<file path="src/rtl/sha1_pkg.sv">
// Shared SHA-1 constants, round functions and parameter checks for the
// parallel-round compressor.
package sha1_pkg;

    localparam logic [159:0] SHA1_IV =
        160'h67452301_efcdab89_98badcfe_10325476_c3d2e1f0;

    localparam logic [31:0] SHA1_K0 = 32'h5a827999;
    localparam logic [31:0] SHA1_K1 = 32'h6ed9eba1;
    localparam logic [31:0] SHA1_K2 = 32'h8f1bbcdc;
    localparam logic [31:0] SHA1_K3 = 32'hca62c1d6;

    typedef enum logic [1:0] {
        ST_IDLE,
        ST_RUN,
        ST_DONE
    } sha1_state_e;

    function automatic logic [31:0] sha1_f(input logic [6:0] t,
                                           input logic [31:0] b, c, d);
        if (t < 7'd20)      return (b & c) | (~b & d);
        else if (t < 7'd40) return b ^ c ^ d;
        else if (t < 7'd60) return (b & c) | (b & d) | (c & d);
        else                return b ^ c ^ d;
    endfunction

    function automatic logic [31:0] sha1_k(input logic [6:0] t);
        if (t < 7'd20)      return SHA1_K0;
        else if (t < 7'd40) return SHA1_K1;
        else if (t < 7'd60) return SHA1_K2;
        else                return SHA1_K3;
    endfunction

    function automatic bit rpc_legal(input int rpc);
        return rpc inside {1, 2, 4, 5, 8, 10, 16, 20};
    endfunction

    // Five independent mod-2^32 word sums; no carry crosses word boundaries.
    function automatic logic [159:0] cv_add(input logic [159:0] x, y);
        logic [159:0] s;
        s = '0;
        for (int i = 0; i < 5; i++) s[32*i +: 32] = x[32*i +: 32] + y[32*i +: 32];
        return s;
    endfunction

endpackage

</file>
<file path="src/rtl/sha1_round.sv">
// One SHA-1 round plus one step of the in-place 16-word message schedule.
// Purely combinational; chained RPC times by the top.
module sha1_round
    import sha1_pkg::*;
(
    input  logic [6:0]   t,
    input  logic [159:0] st_in,
    input  logic [511:0] w_in,
    output logic [159:0] st_out,
    output logic [511:0] w_out
);

    logic [31:0] a, b, c, d, e, w0, x, tmp;

    assign {a, b, c, d, e} = st_in;
    assign w0 = w_in[511:480];

    // The window holds W[t..t+15]; W[t+16] comes from slots 13, 8, 2 and 0.
    assign x   = w_in[95:64] ^ w_in[255:224] ^ w_in[447:416] ^ w0;
    assign tmp = {a[26:0], a[31:27]} + sha1_f(t, b, c, d) + e + sha1_k(t) + w0;

    assign st_out = {tmp, a, b[1:0], b[31:2], c, d};
    assign w_out  = {w_in[479:0], x[30:0], x[31]};

endmodule

</file>
<file path="src/rtl/sha1_exec_par.sv">
// SHA-1 compression engine: double-buffered block loader plus RPC rounds per
// clock, with selectable chaining value and a held digest output.
module sha1_exec_par
    import sha1_pkg::*;
#(
    parameter int RPC   = 1,
    parameter int DIN_W = 32
) (
    input  logic             clk,
    input  logic             reset,
    input  logic             start,
    input  logic             abort,
    input  logic [DIN_W-1:0] data_in,
    input  logic             load_in,
    input  logic [159:0]     cv,
    input  logic             use_prev_cv,
    input  logic             init_iv,
    output logic             blk_ready,
    output logic             load_ovf,
    output logic             busy,
    output logic             out_valid,
    output logic [159:0]     cv_next
);

    localparam int BEATS = 512 / DIN_W;
    localparam int PW    = $clog2(BEATS);
    localparam logic [PW-1:0] LAST_BEAT = PW'(BEATS - 1);
    localparam logic [6:0]    LAST_RND  = 7'(80 - RPC);

    if (!rpc_legal(RPC)) begin : g_bad_rpc
        $error("sha1_exec_par: illegal RPC %0d", RPC);
    end
    if (DIN_W != 32 && DIN_W != 64) begin : g_bad_din
        $error("sha1_exec_par: illegal DIN_W %0d", DIN_W);
    end

    sha1_state_e state;
    logic [PW-1:0] wptr;
    logic [6:0]    rnd;

    // Beat 0 sits in the most-significant slot so the block reads MS word first.
    logic [0:BEATS-1][DIN_W-1:0] fill;
    logic [511:0] sched;
    logic [159:0] st_reg, cv_init, cv_sel;

    logic [159:0] st_chain [RPC+1];
    logic [511:0] w_chain  [RPC+1];

    logic start_acc, beat_acc, last_cycle;

    assign start_acc  = start && (state == ST_IDLE) && blk_ready;
    assign beat_acc   = load_in && (!blk_ready || start_acc);
    assign last_cycle = (rnd == LAST_RND);
    assign busy       = (state != ST_IDLE);
    assign cv_sel     = use_prev_cv ? cv_next : (init_iv ? SHA1_IV : cv);

    assign st_chain[0] = st_reg;
    assign w_chain[0]  = sched;

    for (genvar i = 0; i < RPC; i++) begin : g_round
        sha1_round u_round (
            .t      (rnd + 7'(i)),
            .st_in  (st_chain[i]),
            .w_in   (w_chain[i]),
            .st_out (st_chain[i+1]),
            .w_out  (w_chain[i+1])
        );
    end

    always_ff @(posedge clk or posedge reset) begin
        if (reset) begin
            state     <= ST_IDLE;
            wptr      <= '0;
            rnd       <= '0;
            blk_ready <= 1'b0;
            load_ovf  <= 1'b0;
            out_valid <= 1'b0;
            cv_next   <= '0;
        end else begin
            out_valid <= 1'b0;

            if (beat_acc) wptr <= wptr + PW'(1);
            if (start_acc) blk_ready <= 1'b0;
            if (beat_acc && wptr == LAST_BEAT) blk_ready <= 1'b1;
            if (load_in && blk_ready && !start_acc) load_ovf <= 1'b1;

            case (state)
                ST_IDLE: begin
                    if (start_acc) begin
                        state <= ST_RUN;
                        rnd   <= '0;
                    end
                end
                ST_RUN: begin
                    if (abort) begin
                        state <= ST_IDLE;
                    end else if (last_cycle) begin
                        state     <= ST_DONE;
                        out_valid <= 1'b1;
                        cv_next   <= cv_add(cv_init, st_chain[RPC]);
                    end else begin
                        rnd <= rnd + 7'(RPC);
                    end
                end
                ST_DONE: state <= ST_IDLE;
                default: state <= ST_IDLE;
            endcase
        end
    end

    // NOTE: fill, schedule and working state are datapath only and are not
    // reset; the control flags above decide when their contents are used.
    always_ff @(posedge clk) begin
        // NOTE: non-blocking updates let a coincident beat land in word 0 of
        // the next block while sched still captures the completed buffer.
        if (beat_acc) fill[wptr] <= data_in;
        if (start_acc) begin
            sched   <= fill;
            cv_init <= cv_sel;
            st_reg  <= cv_sel;
        end else if (state == ST_RUN) begin
            sched  <= w_chain[RPC];
            st_reg <= st_chain[RPC];
        end
    end

endmodule

</file>
<file path="config.mk">
export PLATFORM = sky130hd
export DESIGN_NAME = sha1_exec_par
export DESIGN_NICKNAME = d
export VERILOG_FILES = /design/src/rtl/sha1_pkg.sv /design/src/rtl/sha1_round.sv /design/src/rtl/sha1_exec_par.sv
export SDC_FILE = /design/constraint.sdc
export NUM_CORES = 2
export LEC_CHECK = 0
export BUFFER_PORTS_ARGS = -buffer_cell sky130_fd_sc_hd__buf_4
export CORE_MARGIN = 8
export CORE_UTILIZATION = 50
export DETAILED_ROUTE_END_ITERATION = 8
export HOLD_SLACK_MARGIN = 0.05
export PLACE_DENSITY = 0.77
export SYNTH_ARGS = -nofsm -noshare
export SYNTH_HDL_FRONTEND = slang
export SYNTH_SLANG_ARGS = --single-unit
</file>
<file path="constraint.sdc">
create_clock -name clk -period 17 [get_ports clk]
set_clock_uncertainty 0.2 [all_clocks]
set_input_delay 0.85 -clock clk [delete_from_list [all_inputs] [get_ports clk]]
set_output_delay 0.85 -clock clk [all_outputs]
set_load 0.01 [all_outputs]
</file>
==> out/results.tsv <==
metric	value	unit
status	finished, violations left	
violations	design-rule violations	
drc_errors	3	
fin_setup_tns	0	ps
ant_nets	0	
post_cts_buffers	0	
fin_crit_sh	0.508	
yosysSeqAreaShare	0.641	
gp_congestion	0.925	
clk_path_buf_depth	3	
syn-num-nets	6475	
yosys_warnings	0	
grt_max_degree	209	
syn_area	69900	um2
clk_pin_slew	70	ps
worstMarginPinSlew	1160	ps
fin_nets	6803	
max-cap-violations	0	
grt.overflow.total	0	
setup_ws	8360	ps
cts_made_buffers	153	
avgSynthCellArea	11.7	um2
row_count	137	
ys_types	68	
drt-wirelength-per-cell	23.1	um
reg_top3	fill (512), sched (512)	
slew_viol_final	0	
fp.dieH	390	um
die_w	390	um
required	17410	ps
drt_iter0_drc	4895	
cts-resized-gates	0	
seq_area	44800	um2
critPathSlowestCell	a2111oi_0	
cp-start-kind	register	
period_needed	8640	ps
setup_viol	0	
antenna_found_initial	12	
synth_edf_count	1344	
yosys_most_used_dff	edfxtp_1	
drive_gt1_frac	0.110	
synthCells	5949	
grt_pass1_wl	283	mm
fill_cells	11142	
synth-async-reset-ratio	0.116	
dp_hpwl	127	mm
dpl_worst_slack	8510	ps
rsz0062_at_grt	false	
avgViaCountPerCell	5.60	
core-area	139000	um2
worstSetupPathType	register to register	
crit_fanout	23	
cp-end-kind	register	
synth_seq_cells	1520	
vias	46390	
grtUsageTotal	0.245	
fmax	0.116	GHz
cts.sinks	1520	
placement.io_buffers	362	
fin_util	0.571	
initial_core_util	0.502	
totalWireLength	191	mm
ctsRootBufferMaster	clkbuf_16	
io_pins	363	
finalHoldViolations	0	
grt_pass1_vias	45208	
dr.pass1.iters	8	
multiInputGateArea	23500	um2
critPathArrivalTime	9050	ps
min_path_type	input port to register	
insertion_delay	800	ps
syn_to_final_growth	13.8	%
slew_headroom	0.224	
htreeDepth	4	
tritoncts	yes	
max_stage_delay	990	ps
die_area	152000	um2
-- layer usage --
metal  global-route usage  vias up  part of all wire
li1                     -    21324                 -
met1                0.337    22909              0.41
met2                0.392     1857              0.47
met3               0.0556      290             0.090
met4               0.0748       10             0.030
met5                    0        -           0.00031
-- Yosys cell counts, types with 47 or more instances --
| cell type | instances | area share |
|---|---|---|
| nand3_1 | 47 | 0.0034 |
| dfrtp_1 | 176 | 0.063 |
| a21o_1 | 93 | 0.010 |
| xor2_1 | 72 | 0.0090 |
| xnor2_1 | 193 | 0.024 |
| fa_1 | 125 | 0.036 |
| edfxtp_1 | 1344 | 0.58 |
| a21oi_1 | 131 | 0.0094 |
| clkbuf_1 | 233 | 0.013 |
| o21ai_0 | 263 | 0.019 |
| a22o_1 | 83 | 0.010 |
| inv_1 | 214 | 0.011 |
| o22a_1 | 79 | 0.0099 |
| nand2_1 | 2130 | 0.11 |
| ha_1 | 202 | 0.036 |
| nor2_1 | 135 | 0.0073 |
-- cell usage in the layout, fill, tap and decap left out, types with 125 or more instances in the layout --
master     Yosys  routed
nand2_1     2130    2128
edfxtp_1    1344    1344
buf_4          0     410
o21ai_0      263     263
inv_1        214     212
ha_1         202     202
xnor2_1      193     193
dfrtp_1      176     176
clkbuf_16      0     154
a21oi_1      131     131
fa_1         125     125
-- final timing paths --
kind / startpoint / to / slack [ps] / depth (start not counted)
max: rnd[4] / cv_next[152] / 8360 / 28
min: load_in / load_ovf / 130 / 2
max reg2reg: rnd[4] / cv_next[152] / 8360 / 28
min reg2reg: load_ovf / load_ovf / 280 / 1
max in group asynchronous: reset / cv_next[26] / 14480 / 4
min in group asynchronous: reset / cv_next[43] / 610 / 3
-- area by class of cell --
class / count / area share
antenna: 5 / 0.000157
clock buffer: 184 / 0.0502
clock inverter: 94 / 0.0118
inverter: 216 / 0.0104
multi-input combinational: 3971 / 0.295
sequential: 1520 / 0.563
tap: 1876 / 0.0295
timing repair buffer: 415 / 0.0398
-- timing repair --
item	in CTS	in global routing
setup endpoints to repair	0	0
endpoints found under the hold margin	1	0
hold buffers	1	0
-- through the flow --
stage	cell area, um2	hold WS (ps)	instances
2_1_floorplan	69900	284	5949
3_3_place_gp	74600	260	7997
3_5_place_dp	74600	263	7997
4_1_cts	79500	59.8	8276
5_1_grt	79500	93.4	8276
6_report	79500	126	8281
-- cells by family (layout without fill, tap and decap cells) --
kind of cell / after synthesis / after routing / share of synthesized area
AO/OA/AOI/OAI: 867 / 867 / 0.0843
adder cells (fa/ha/maj): 327 / 327 / 0.0720
flip-flops: 1520 / 1520 / 0.641
buffers and inverters: 458 / 909 / 0.0246
XOR/XNOR: 265 / 265 / 0.0332
multiplexers: 41 / 41 / 0.00614
other: 0 / 5 / 0
AND/OR/NAND/NOR: 2471 / 2471 / 0.139
-- critical path, delay by kind of cell, from the launching register on --
kind            cells  cell delay [ps]
compound gates     10             3570
xor+xnor            2              400
fa+ha+maj           4             1720
buf+inv             5             1010
flops               1              450
simple gates        7             1100
Power is left out: the tool's default activity adds up to more than one toggle a clock period on the data nets, which glitch-free logic cannot reach.
